$ cat src/rtl/term_writer.sv
// Terminal byte stream to character-memory writer: printable bytes, CR/LF/BS, ESC[H and ESC[2J.
// Latency: a printable write appears one cycle after acceptance; line and screen clears write one cell per cycle.
// Backpressure: rx_ready is low while a write or clear is in progress.
module term_writer #(
    parameter int COLS   = 80,
    parameter int ROWS   = 60,
    parameter int ADDR_W = 13
) (
    input  logic              clk25,
    input  logic              rst_n,
    input  logic [7:0]        rx_data,
    input  logic              rx_valid,
    output logic              rx_ready,
    output logic              wr_en,
    output logic [ADDR_W-1:0] wr_addr,
    output logic [7:0]        wr_data,
    output logic [6:0]        cur_col,
    output logic [5:0]        cur_row,
    output logic              busy
);

    typedef enum logic [2:0] {
        IDLE, WRITE, ESC, CSI, CSI2, CLR_LINE, CLR_SCR
    } state_t;

    typedef struct packed {
        logic [5:0] row;
        logic [6:0] col;
    } cursor_t;

    localparam int CNT_W = ADDR_W + 1;
    localparam logic [6:0]        LAST_COL = 7'(COLS - 1);
    localparam logic [5:0]        LAST_ROW = 6'(ROWS - 1);
    localparam logic [ADDR_W-1:0] COLS_A   = ADDR_W'(COLS);
    localparam logic [CNT_W-1:0]  LINE_N   = CNT_W'(COLS);
    localparam logic [CNT_W-1:0]  CELL_N   = CNT_W'(COLS * ROWS);
    localparam logic [7:0]        SPACE    = 8'h20;

    state_t              state, state_nxt;
    cursor_t             cur, cur_nxt;
    logic [CNT_W-1:0]    cnt, cnt_nxt;
    logic                wr_en_nxt;
    logic [ADDR_W-1:0]   addr_nxt;
    logic [7:0]          dat_nxt;
    logic                rdy_nxt;
    logic                busy_nxt;

    logic                accept;
    logic [5:0]          row_inc;
    logic [ADDR_W-1:0]   line_base;
    logic [ADDR_W-1:0]   cell_addr;

    assign accept    = rx_valid && rx_ready;
    assign row_inc   = (cur.row == LAST_ROW) ? 6'd0 : cur.row + 6'd1;
    assign line_base = ADDR_W'(cur.row) * COLS_A;
    assign cell_addr = line_base + ADDR_W'(cur.col);
    assign cur_col   = cur.col;
    assign cur_row   = cur.row;

    always_ff @(posedge clk25 or negedge rst_n) begin
        if (!rst_n) begin
            state    <= IDLE;
            cur      <= '0;
            cnt      <= '0;
            wr_en    <= 1'b0;
            wr_addr  <= '0;
            wr_data  <= '0;
            rx_ready <= 1'b0;
            busy     <= 1'b0;
        end else begin
            state    <= state_nxt;
            cur      <= cur_nxt;
            cnt      <= cnt_nxt;
            wr_en    <= wr_en_nxt;
            wr_addr  <= addr_nxt;
            wr_data  <= dat_nxt;
            rx_ready <= rdy_nxt;
            busy     <= busy_nxt;
        end
    end

    always_comb begin
        state_nxt = state;
        cur_nxt   = cur;
        cnt_nxt   = cnt;
        wr_en_nxt = 1'b0;
        addr_nxt  = wr_addr;
        dat_nxt   = wr_data;
        case (state)
            IDLE: begin
                if (accept) begin
                    if (rx_data >= 8'h20 && rx_data <= 8'h7E) begin
                        wr_en_nxt = 1'b1;
                        addr_nxt  = cell_addr;
                        dat_nxt   = rx_data;
                        state_nxt = WRITE;
                        if (cur.col == LAST_COL) begin
                            cur_nxt.col = 7'd0;
                            cur_nxt.row = row_inc;
                        end else begin
                            cur_nxt.col = cur.col + 7'd1;
                        end
                    end else begin
                        case (rx_data)
                            8'h0A: begin
                                cur_nxt.row = row_inc;
                                cnt_nxt     = '0;
                                state_nxt   = CLR_LINE;
                            end
                            8'h0D: cur_nxt.col = 7'd0;
                            8'h08: if (cur.col != 7'd0) cur_nxt.col = cur.col - 7'd1;
                            8'h1B: state_nxt = ESC;
                            default: ;
                        endcase
                    end
                end
            end
            // Column 0 after a printable write can only mean the cursor wrapped.
            WRITE: begin
                if (cur.col == 7'd0) begin
                    cnt_nxt   = '0;
                    state_nxt = CLR_LINE;
                end else begin
                    state_nxt = IDLE;
                end
            end
            ESC: begin
                if (accept) state_nxt = (rx_data == 8'h5B) ? CSI : IDLE;
            end
            CSI: begin
                if (accept) begin
                    state_nxt = IDLE;
                    if (rx_data == 8'h48) cur_nxt = '0;
                    else if (rx_data == 8'h32) state_nxt = CSI2;
                end
            end
            CSI2: begin
                if (accept) begin
                    if (rx_data == 8'h4A) begin
                        cnt_nxt   = '0;
                        state_nxt = CLR_SCR;
                    end else begin
                        state_nxt = IDLE;
                    end
                end
            end
            // Counters run one past the last cell so the final write is still seen with busy high.
            CLR_LINE: begin
                if (cnt == LINE_N) begin
                    cnt_nxt   = '0;
                    state_nxt = IDLE;
                end else begin
                    wr_en_nxt = 1'b1;
                    addr_nxt  = line_base + ADDR_W'(cnt);
                    dat_nxt   = SPACE;
                    cnt_nxt   = cnt + 1'b1;
                end
            end
            CLR_SCR: begin
                if (cnt == CELL_N) begin
                    cnt_nxt   = '0;
                    cur_nxt   = '0;
                    state_nxt = IDLE;
                end else begin
                    wr_en_nxt = 1'b1;
                    addr_nxt  = ADDR_W'(cnt);
                    dat_nxt   = SPACE;
                    cnt_nxt   = cnt + 1'b1;
                end
            end
            default: state_nxt = IDLE;
        endcase
        rdy_nxt  = (state_nxt == IDLE) || (state_nxt == ESC) ||
                   (state_nxt == CSI)  || (state_nxt == CSI2);
        busy_nxt = (state_nxt == CLR_LINE) || (state_nxt == CLR_SCR);
    end

endmodule

$ cat config.mk
export PLATFORM = sky130hd
export DESIGN_NAME = term_writer
export DESIGN_NICKNAME = d
export VERILOG_FILES = /design/src/rtl/term_writer.sv
export SDC_FILE = /design/constraint.sdc
export NUM_CORES = 1
export LEC_CHECK = 0
export ABC_AREA = 0
export CAP_MARGIN = 10
export CORE_UTILIZATION = 61
export DETAILED_ROUTE_END_ITERATION = 10
export PLACE_DENSITY = 0.87
export SLEW_MARGIN = 5
export SYNTH_ARGS = -nofsm -noshare
export SYNTH_HDL_FRONTEND = slang
export SYNTH_SLANG_ARGS = --single-unit
$ cat constraint.sdc
create_clock -name clk25 -period 5.84 [get_ports clk25]
set_input_delay 1.168 -clock clk25 [delete_from_list [all_inputs] [get_ports clk25]]
set_output_delay 1.168 -clock clk25 [all_outputs]
set_load 0.05 [all_outputs]
Word-level counts from Yosys, hierarchy flattened

Index checks and enable logic that the tools add are counted.

Bits in registers: 54
Bits of input ports: 11
Output and inout port bits: 37
Logic and storage cells: 124

Add/sub/neg operators: 6
Multipliers: 1
$lt $le $gt $ge: 2
Equality and inequality tests: 39
Multiplexer cells: 50
Reductions and logical operators: 17

Operators with widths:

| kind                                              | number |
|---|---|
| 2-to-1 mux 13 bit                                 | 9 |
| 2-to-1 mux 14 bit                                 | 8 |
| one-hot mux 13 bit (3 select lines)               | 2 |
| one-hot mux 14 bit (5 select lines)               | 1 |
| 2-to-1 mux 3 bit                                  | 11 |
| 2-to-1 mux 8 bit                                  | 4 |
| == test 8 x 4 -> 1 bit (second input constant)    | 3 |
| == test 8 x 7 -> 1 bit (second input constant)    | 3 |
| one-hot mux 8 bit (3 select lines)                | 1 |
| inequality test 2 bit (second input constant)     | 11 |
| one-hot mux 3 bit (7 select lines)                | 1 |
| AND reduction 7 bit                               | 3 |
| == test 3 bit (second input constant)             | 6 |
| 2-to-1 mux 6 bit                                  | 3 |
| adder 14 x 1 -> 14 bit (second input constant)    | 1 |
| == test 14 x 13 -> 1 bit (second input constant)  | 1 |
| == test 14 x 7 -> 1 bit (second input constant)   | 1 |
| 2-to-1 mux 7 bit                                  | 2 |
| one-hot mux 7 bit (2 select lines)                | 1 |
| adder 13 bit                                      | 1 |
| adder 13 x 7 -> 13 bit                            | 1 |
| == test 3 x 2 -> 1 bit (second input constant)    | 4 |
| multiplier 6 x 3 -> 9 bit (second input constant) | 1 |
| == test 8 x 5 -> 1 bit (second input constant)    | 1 |
| other kinds (26)                                  | 35 |

Depth between registers and ports, before layout

Gate-level depths: netlist of run 1.

Depth after elaboration: 9
Mapped depth: 12
Mapped depth without buffers: 11

Least setup slack after synthesis of run 1

No wires, ideal clock.

Kind: register to register
Start: register state[2]
End: register wr_addr[12]
Library setup time: 0.082 ns
Arrival time: 3.071 ns
Slack: 2.687 ns
Cell stages (with the launch flop): 13
Buffers on the path: 1
Cells stage by stage: dfrtp_1 -> inv_1 -> nor3_1 -> clkbuf_1 -> mux2_2 -> ha_1 -> fa_1 -> a21oi_1 -> o21ai_0 -> a2111oi_0 -> nor3_1 -> xnor3_1 -> a31oi_1

Word-level cells in the longest chain between the ends: 3
Elaborated cells between the ends (all ways): 10

RTL lines:

| item                                                                         | RTL line | RTL |
|---|---|---|
| from (decl)                                                                  | 39       | `state_t state, state_nxt;` |
| from (signal assigned)                                                       | 71       | `state <= state_nxt;` |
| == test 3 bit or zero test 3 bit (tied branches)                             | 89       | `case (state)` |
| inequality test 2 bit (no source line) or nonzero test 3 bit (tied branches) | --       |  |
| AND reduction 5 bit (no source line)                                         | --       |  |
| to (signal assigned)                                                         | 75       | `wr_addr <= addr_nxt;` |
| to (decl)                                                                    | 15       | `output logic [ADDR_W-1:0] wr_addr,` |

Parallel ways exist; a longest one is shown, timed or not.
A chain may end at the register's enable or synchronous reset.

Worst setup path after layout of run 1

Start: register state[0]
End: register wr_addr[12]

Same word-level chain as after synthesis.

==> impl_metrics.csv, run 1 <==
group,metric,value,unit
floorplan,die_y,82.5,um
timing,max_freq,274,MHz
drt,dr.pass1.iters,5,
synthesis,synth.area.top_cells,"dfrtp_1 (34%), ha_1 (7.0%), nand2_1 (5.0%)",
clocking,cts_tree,"built",
run_status,status,"complete, no violations",
worst_setup_path,critPathCaptureType,"flop",
worst_setup_path,startpoint_type,"flop",
worst_setup_path,rr_startpoint,"state[0]",
global_route,grt-ovfl-total,0,
global_route,grt_pass1_vias,3212,
drt,route.final.wire_length,9880,um
timing,rsz0062_at_grt,"false",
place,dp.cells,547,
timing,layout_worst_path_cycle_share,0.625,
clocking,worstSkewPairLatency,0.31,ns
clocking,htree_levels,2,
hold_path,min_from,"wr_addr[6]",
clocking,cts_hold_buf,0,
place,gp_congestion,0.914,
place,hpwl,7070,um
synthesis,synth_cells,448,
floorplan,die_w,82.5,um
job,cap_viol_max_count,0,
clocking,post_cts_buffers,0,
drt,drtIter0Drc,236,
synthesis,ys_async_sr_fraction,1.00,
timing,finClkSkew,0.0135,ns
synthesis,synth_area,3950,um2
worst_setup_path,ff2ff_path_depth,7,
final_layout,register_area,1350,um2
clocking,cts_resized,0,
drt,avgViaCountPerCell,6.42,
clocking,cts.clk_slew.worst_paths,0.10,ns
final_layout,nets,514,
final_layout,diodes,0,
timing,setup-violations-final,0,
final_layout,mostFrequentLayoutCell,"dfrtp_1",
clocking,cts-root-buf,"clkbuf_8",
clocking,clockBufferDepth,2,
floorplan,start_util,0.648,
synthesis,postSynthNetCount,483,
final_layout,multi_input_comb_area,2390,um2
synthesis,synth.avg_cell_area,8.81,um2
final_layout,fillerInstances,467,
drt,post-route-drc-count,0,
final_layout,final_core_utilization,0.729,
place,pre_cts_slack,1.98,ns
worst_setup_path,r2r_setup_slack,2.19,ns
hold_path,hold_depth,2,
floorplan,die_area,6800,um2
worst_setup_path,r2r-end,"wr_addr[12]",
timing,slew_headroom,0.309,
timing,drv_slew,0,
worst_setup_path,crit_type,"flop to flop",
global_route,grt_pass1_wl,15600,um
synthesis,synth_edf_count,0,
drt,final_antenna_net_count,0,
hold_path,hold_end,"wr_addr[6]",
synthesis,ys_types,71,
worst_setup_path,cp_max_fo,27,
global_route,grt_max_degree,55,
synthesis,ys_seq_elements,54,
floorplan,core,6100,um2
final_layout,fin_cells,554,
power_and_ir_drop,max-vdd-ir-drop,0.469,mV
floorplan,io_pins,48,
global_route,antenna_found_initial,0,
power_and_ir_drop,total_power,2380,uW
worst_setup_path,cp.required,6.03,ns
timing,layout_setup_ws,2.19,ns
synthesis,yosysWarnings,0,
timing,tightest_slew,1.04,ns
timing,finalCriticalPeriod,3.65,ns
hold_path,min_path_type,"flop to flop",
synthesis,synth_top_area_cell,"dfrtp_1",
place,port_buffers,47,
power_and_ir_drop,power_density,535,nW/um2
final_layout,drive_gt1_frac,0.0835,
synthesis,ys.flop_type,"dfrtp_1",
worst_setup_path,critPathArrivalTime,3.84,ns
final_layout,layout_common_cells,"dfrtp_1 (54), nand2_1 (53), clkdlybuf4s50_1 (46), nor2_1 (37), o21ai_0 (29)",
drt,vias,3554,
clocking,numCtsBuffers,5,
final_layout,area_growth,12.5,%
power_and_ir_drop,cellLeakagePower,0.00186,uW
drt,routedWlPerCell,17.8,um
floorplan,rows,28,
clocking,clock_sinks,54,
synthesis,yosysSeqAreaShare,0.342,
timing,setup_tns,0,ns
synthesis,synth_top_area_share,0.342,
timing,finalHoldViolCount,0,
global_route,grtUsageTotal,0.303,
-- stage by stage --
stage | hold WS (ns) | instance area [um2]
global placement | 0.464 | 4360
floorplan | 0.507 | 3950
CTS | 0.490 | 4440
global route | 0.512 | 4440
detailed placement | 0.467 | 4360
finish | 0.488 | 4440
-- sequential cells by signal (all words and copies together) (netlist names) --
register  cells
busy          1
state         3
rx_ready      1
wr_addr      13
wr_data       8
cur_col       7
cnt          14
cur_row       6
wr_en         1
-- routing by layer --
metal / share of wire / wire [um] / global-route usage / up-vias
met5: 0 / 0 / 0 / -
met4: 0.017 / 169 / 0.0895 / 0
met3: 0.056 / 549 / 0.0462 / 18
met2: 0.48 / 4780 / 0.500 / 135
met1: 0.44 / 4390 / 0.410 / 1697
li1: - / - / - / 1704
-- synthesized netlist by cell type (5+ instances only) --
master,instances
buf_2,5
o21ai_0,29
o21a_1,7
o21ai_1,11
clkbuf_1,10
nor3_1,15
nor2b_1,5
and3_1,7
xnor2_1,7
o31ai_1,10
and2_1,9
buf_6,8
dfrtp_1,54
inv_1,11
nand2_1,53
a21oi_1,16
a31oi_1,9
o21ai_2,5
ha_1,22
mux2i_1,6
nand3_1,25
nand2b_1,7
nor2_1,37
-- power breakdown --
part           total (uW)  switching, uW  internal, uW
combinational        1500            932           570
sequential            664            171           493
clock                 212            130          82.4
total                2380           1230          1150
-- worst max-delay path by stage --
stage | cells after the start | to | from
floorplan | 12 | wr_addr[12] | state[2]
CTS | 7 | wr_addr[12] | state[0]
global route | 7 | wr_addr[12] | state[0]
finish | 7 | wr_addr[12] | state[0]
global placement | 7 | wr_addr[12] | rx_data[1]
detailed placement | 7 | wr_addr[12] | rx_data[1]
-- critical path: stages (launching register included) --
cell      delay [ns]
dfrtp_1         0.57
inv_1           0.15
and3_1          0.41
a22oi_2         0.88
a21boi_2        0.84
inv_2           0.37
o22ai_1         0.24
a31oi_1         0.06
-- kinds of logic (layout without fill, tap and decap cells) --
family | Yosys count | count (layout) | synth area share
and+or+nand+nor | 187 | 187 | 0.250
muxes | 9 | 9 | 0.0238
AOI/OAI and AO/OA | 126 | 126 | 0.223
buffers and inverters | 37 | 68 | 0.0532
xor gates and xnor gates | 11 | 11 | 0.0279
DFF | 54 | 54 | 0.342
adders and majority gates | 24 | 24 | 0.0798
-- cell type report --
| class | count | share of cell area |
|---|---|---|
| well taps | 75 | 0.0211 |
| clock inverters | 2 | 0.00338 |
| multi-input cells | 357 | 0.537 |
| clock buffers | 5 | 0.0155 |
| flip-flops and latches | 54 | 0.304 |
| inverters | 12 | 0.0101 |
| repair buffers | 49 | 0.108 |
Note: power is estimated with default switching activity, not from simulation.
==> run 2: changes to the inputs <==
--- a/config.mk
+++ b/config.mk
@@ -7,9 +7,9 @@
 export LEC_CHECK = 0
 export ABC_AREA = 0
 export CAP_MARGIN = 10
-export CORE_UTILIZATION = 61
+export CORE_UTILIZATION = 51
 export DETAILED_ROUTE_END_ITERATION = 10
-export PLACE_DENSITY = 0.87
+export PLACE_DENSITY = 0.78
 export SLEW_MARGIN = 5
 export SYNTH_ARGS = -nofsm -noshare
 export SYNTH_HDL_FRONTEND = slang
==> constraint.sdc (replaced) <==
create_clock -name clk25 -period 3.2 [get_ports clk25]
set_input_delay 0.64 -clock clk25 [delete_from_list [all_inputs] [get_ports clk25]]
set_output_delay 0.64 -clock clk25 [all_outputs]
set_load 0.05 [all_outputs]
==> impl_metrics.csv, run 2 (synthesis results as in run 1) <==
group,metric,value,unit
drt,drtIter0Drc,185,
worst_setup_path,startpoint_type,"flop",
worst_setup_path,r2r-end,"wr_addr[12]",
worst_setup_path,cp_max_fo,8,
timing,rsz0062_at_grt,"false",
drt,vias,3556,
final_layout,area_growth,15.8,%
worst_setup_path,path_buf_inv,0,
timing,max_freq,335,MHz
timing,layout_setup_ws,0.217,ns
worst_setup_path,critPathArrivalTime,3.22,ns
clocking,cts.clk_slew.worst_paths,0.11,ns
clocking,clockBufferDepth,2,
final_layout,top_register,"cnt",
global_route,grt-ovfl-total,0,
timing,setup-violations-final,0,
timing,drv_slew,0,
clocking,cts_tree,"built",
worst_setup_path,crit_top_cell,"ha_1",
drt,routedWlPerCell,16.1,um
global_route,grtUsageTotal,0.244,
final_layout,drive_gt1_frac,0.108,
drt,final_antenna_net_count,0,
job,cap_viol_max_count,0,
timing,finClkSkew,0.0166,ns
clocking,cts_hold_buf,0,
place,gp_congestion,0.892,
power_and_ir_drop,max-vdd-ir-drop,0.628,mV
global_route,grt_max_degree,29,
final_layout,largest_register_ffs,14,
final_layout,layout_common_cells,"nand2_1 (53), dfrtp_1 (53), clkdlybuf4s50_1 (46), nor2_1 (37), o21ai_0 (29)",
floorplan,rows,31,
final_layout,reg_top3,"cnt x14, wr_addr x13, wr_data x8",
worst_setup_path,rr_startpoint,"cur_row[3]",
final_layout,nets,523,
drt,avgViaCountPerCell,6.05,
timing,layout_worst_path_cycle_share,0.932,
worst_setup_path,r2r_setup_slack,0.22,ns
worst_setup_path,cp.required,3.44,ns
power_and_ir_drop,power_density,969,nW/um2
worst_setup_path,cp_top_family,"adder cells",
timing,slew_headroom,0.492,
global_route,grt_pass1_wl,16200,um
worst_setup_path,cp_cell_sequence,"ha_1, ha_1, fa_1, xor2_1, ha_1, o21a_1, a2111oi_2, nor3_1, xnor3_1, a31oi_1",
timing,finalHoldViolCount,0,
power_and_ir_drop,cellLeakagePower,0.00192,uW
timing,tightest_slew,0.759,ns
clocking,cts-root-buf,"clkbuf_8",
floorplan,core,7370,um2
drt,route.final.wire_length,9460,um
worst_setup_path,crit_type,"flop to flop",
timing,setup_tns,0,ns
floorplan,io_pins,48,
floorplan,die_y,90.0,um
place,pre_cts_slack,0.104,ns
power_and_ir_drop,power_frac_seq,0.259,
global_route,antenna_found_initial,0,
place,port_buffers,47,
clocking,clock_sinks,54,
clocking,htree_levels,2,
clocking,worstSkewPairLatency,0.32,ns
floorplan,die_w,90.0,um
drt,dr.pass1.iters,5,
power_and_ir_drop,comb_power_share,0.645,
worst_setup_path,ff2ff_path_depth,10,
drt,post-route-drc-count,0,
worst_setup_path,crit_slowest_cell,"dfrtp_2",
place,hpwl,6980,um
worst_setup_path,crit_start,"cur_row[3]",
worst_setup_path,critPathCaptureType,"flop",
floorplan,start_util,0.536,
power_and_ir_drop,clkPwrFrac,0.096,
power_and_ir_drop,p_int,2170,uW
clocking,numCtsBuffers,5,
hold_path,min_path_type,"input pin to asynchronous set/reset pin",
run_status,status,"complete, no violations",
final_layout,diodes,0,
power_and_ir_drop,total_power,4430,uW
timing,finalCriticalPeriod,2.98,ns
worst_setup_path,slowest_delay,0.47,ns
global_route,grt_pass1_vias,3349,
power_and_ir_drop,switching_share,0.510,
power_and_ir_drop,p_sw,2260,uW
floorplan,die_area,8100,um2
[run 2: cell types whose count changed in the layout (fill, tap and decap cells not counted), sizes merged]
cell      change
buf           +9
clkbuf        +1
clkinvlp      -1
inv           +1
[run 2: power groups by stage]
stage | Combinational (uW) | Clock (uW) | Sequential, uW
3_5_place_dp | 2810 | 0 | 1160
5_1_grt | 3090 | 453 | 1190
4_1_cts | 2830 | 426 | 1150
3_3_place_gp | 2740 | 0 | 1150
2_1_floorplan | 1500 | 0 | 1720
6_report | 2860 | 424 | 1150
[run 2: metrics by stage]
| step | area (um2) | hold slack (ns) | cells | utilization |
|---|---|---|---|---|
| CTS | 4550 | 0.320 | 588 | 0.618 |
| finish | 4570 | 0.295 | 588 | 0.621 |
| detailed placement | 4460 | 0.465 | 580 | 0.605 |
| global route | 4570 | 0.319 | 588 | 0.621 |
| floorplan | 3950 | 0.344 | 448 | - |
| global placement | 4460 | 0.457 | 580 | 0.605 |
[run 2: area by class of cell]
| type | instances | area (um2) |
|---|---|---|
| Tap cell | 99 | 124 |
| Clock inverter | 2 | 16.3 |
| Inverter | 12 | 45.0 |
| Multi-Input combinational cell | 357 | 2410 |
| Fill cell | 666 | 2800 |
| Sequential cell | 54 | 1350 |
| Timing Repair Buffer | 58 | 548 |
| Clock buffer | 6 | 82.6 |
[run 2: layer usage]
| metal | GRT usage | wire length (um) | vias to the layer above |
|---|---|---|---|
| met4 | 0.0565 | 92 | 0 |
| li1 | - | - | 1720 |
| met2 | 0.402 | 4540 | 98 |
| met1 | 0.342 | 4410 | 1729 |
| met3 | 0.0338 | 424 | 9 |
| met5 | 0 | 0 | - |
[run 2: repair_timing]
action	4_1_cts	5_1_grt
gates resized for setup	0	6
setup endpoints to repair	0	2
setup buffers	0	0
[run 2: worst reg2reg max path: stages (launching register included)]
cell	delay, ns
dfrtp_2	0.47
ha_1	0.29
ha_1	0.22
fa_1	0.41
xor2_1	0.17
ha_1	0.35
o21a_1	0.15
a2111oi_2	0.36
nor3_1	0.11
xnor3_1	0.19
a31oi_1	0.17
[run 2: worst max path at each step]
| stage | end | slack (ns) | cells after the start |
|---|---|---|---|
| after floorplan | wr_addr[12] | 0.05 | 12 |
| after global placement | cur_col[2] | 0.21 | 6 |
| after detailed placement | wr_addr[12] | 0.10 | 11 |
| after CTS | wr_addr[12] | 0.07 | 11 |
| after global routing | wr_addr[12] | 0.02 | 11 |
| final | wr_addr[12] | 0.22 | 10 |
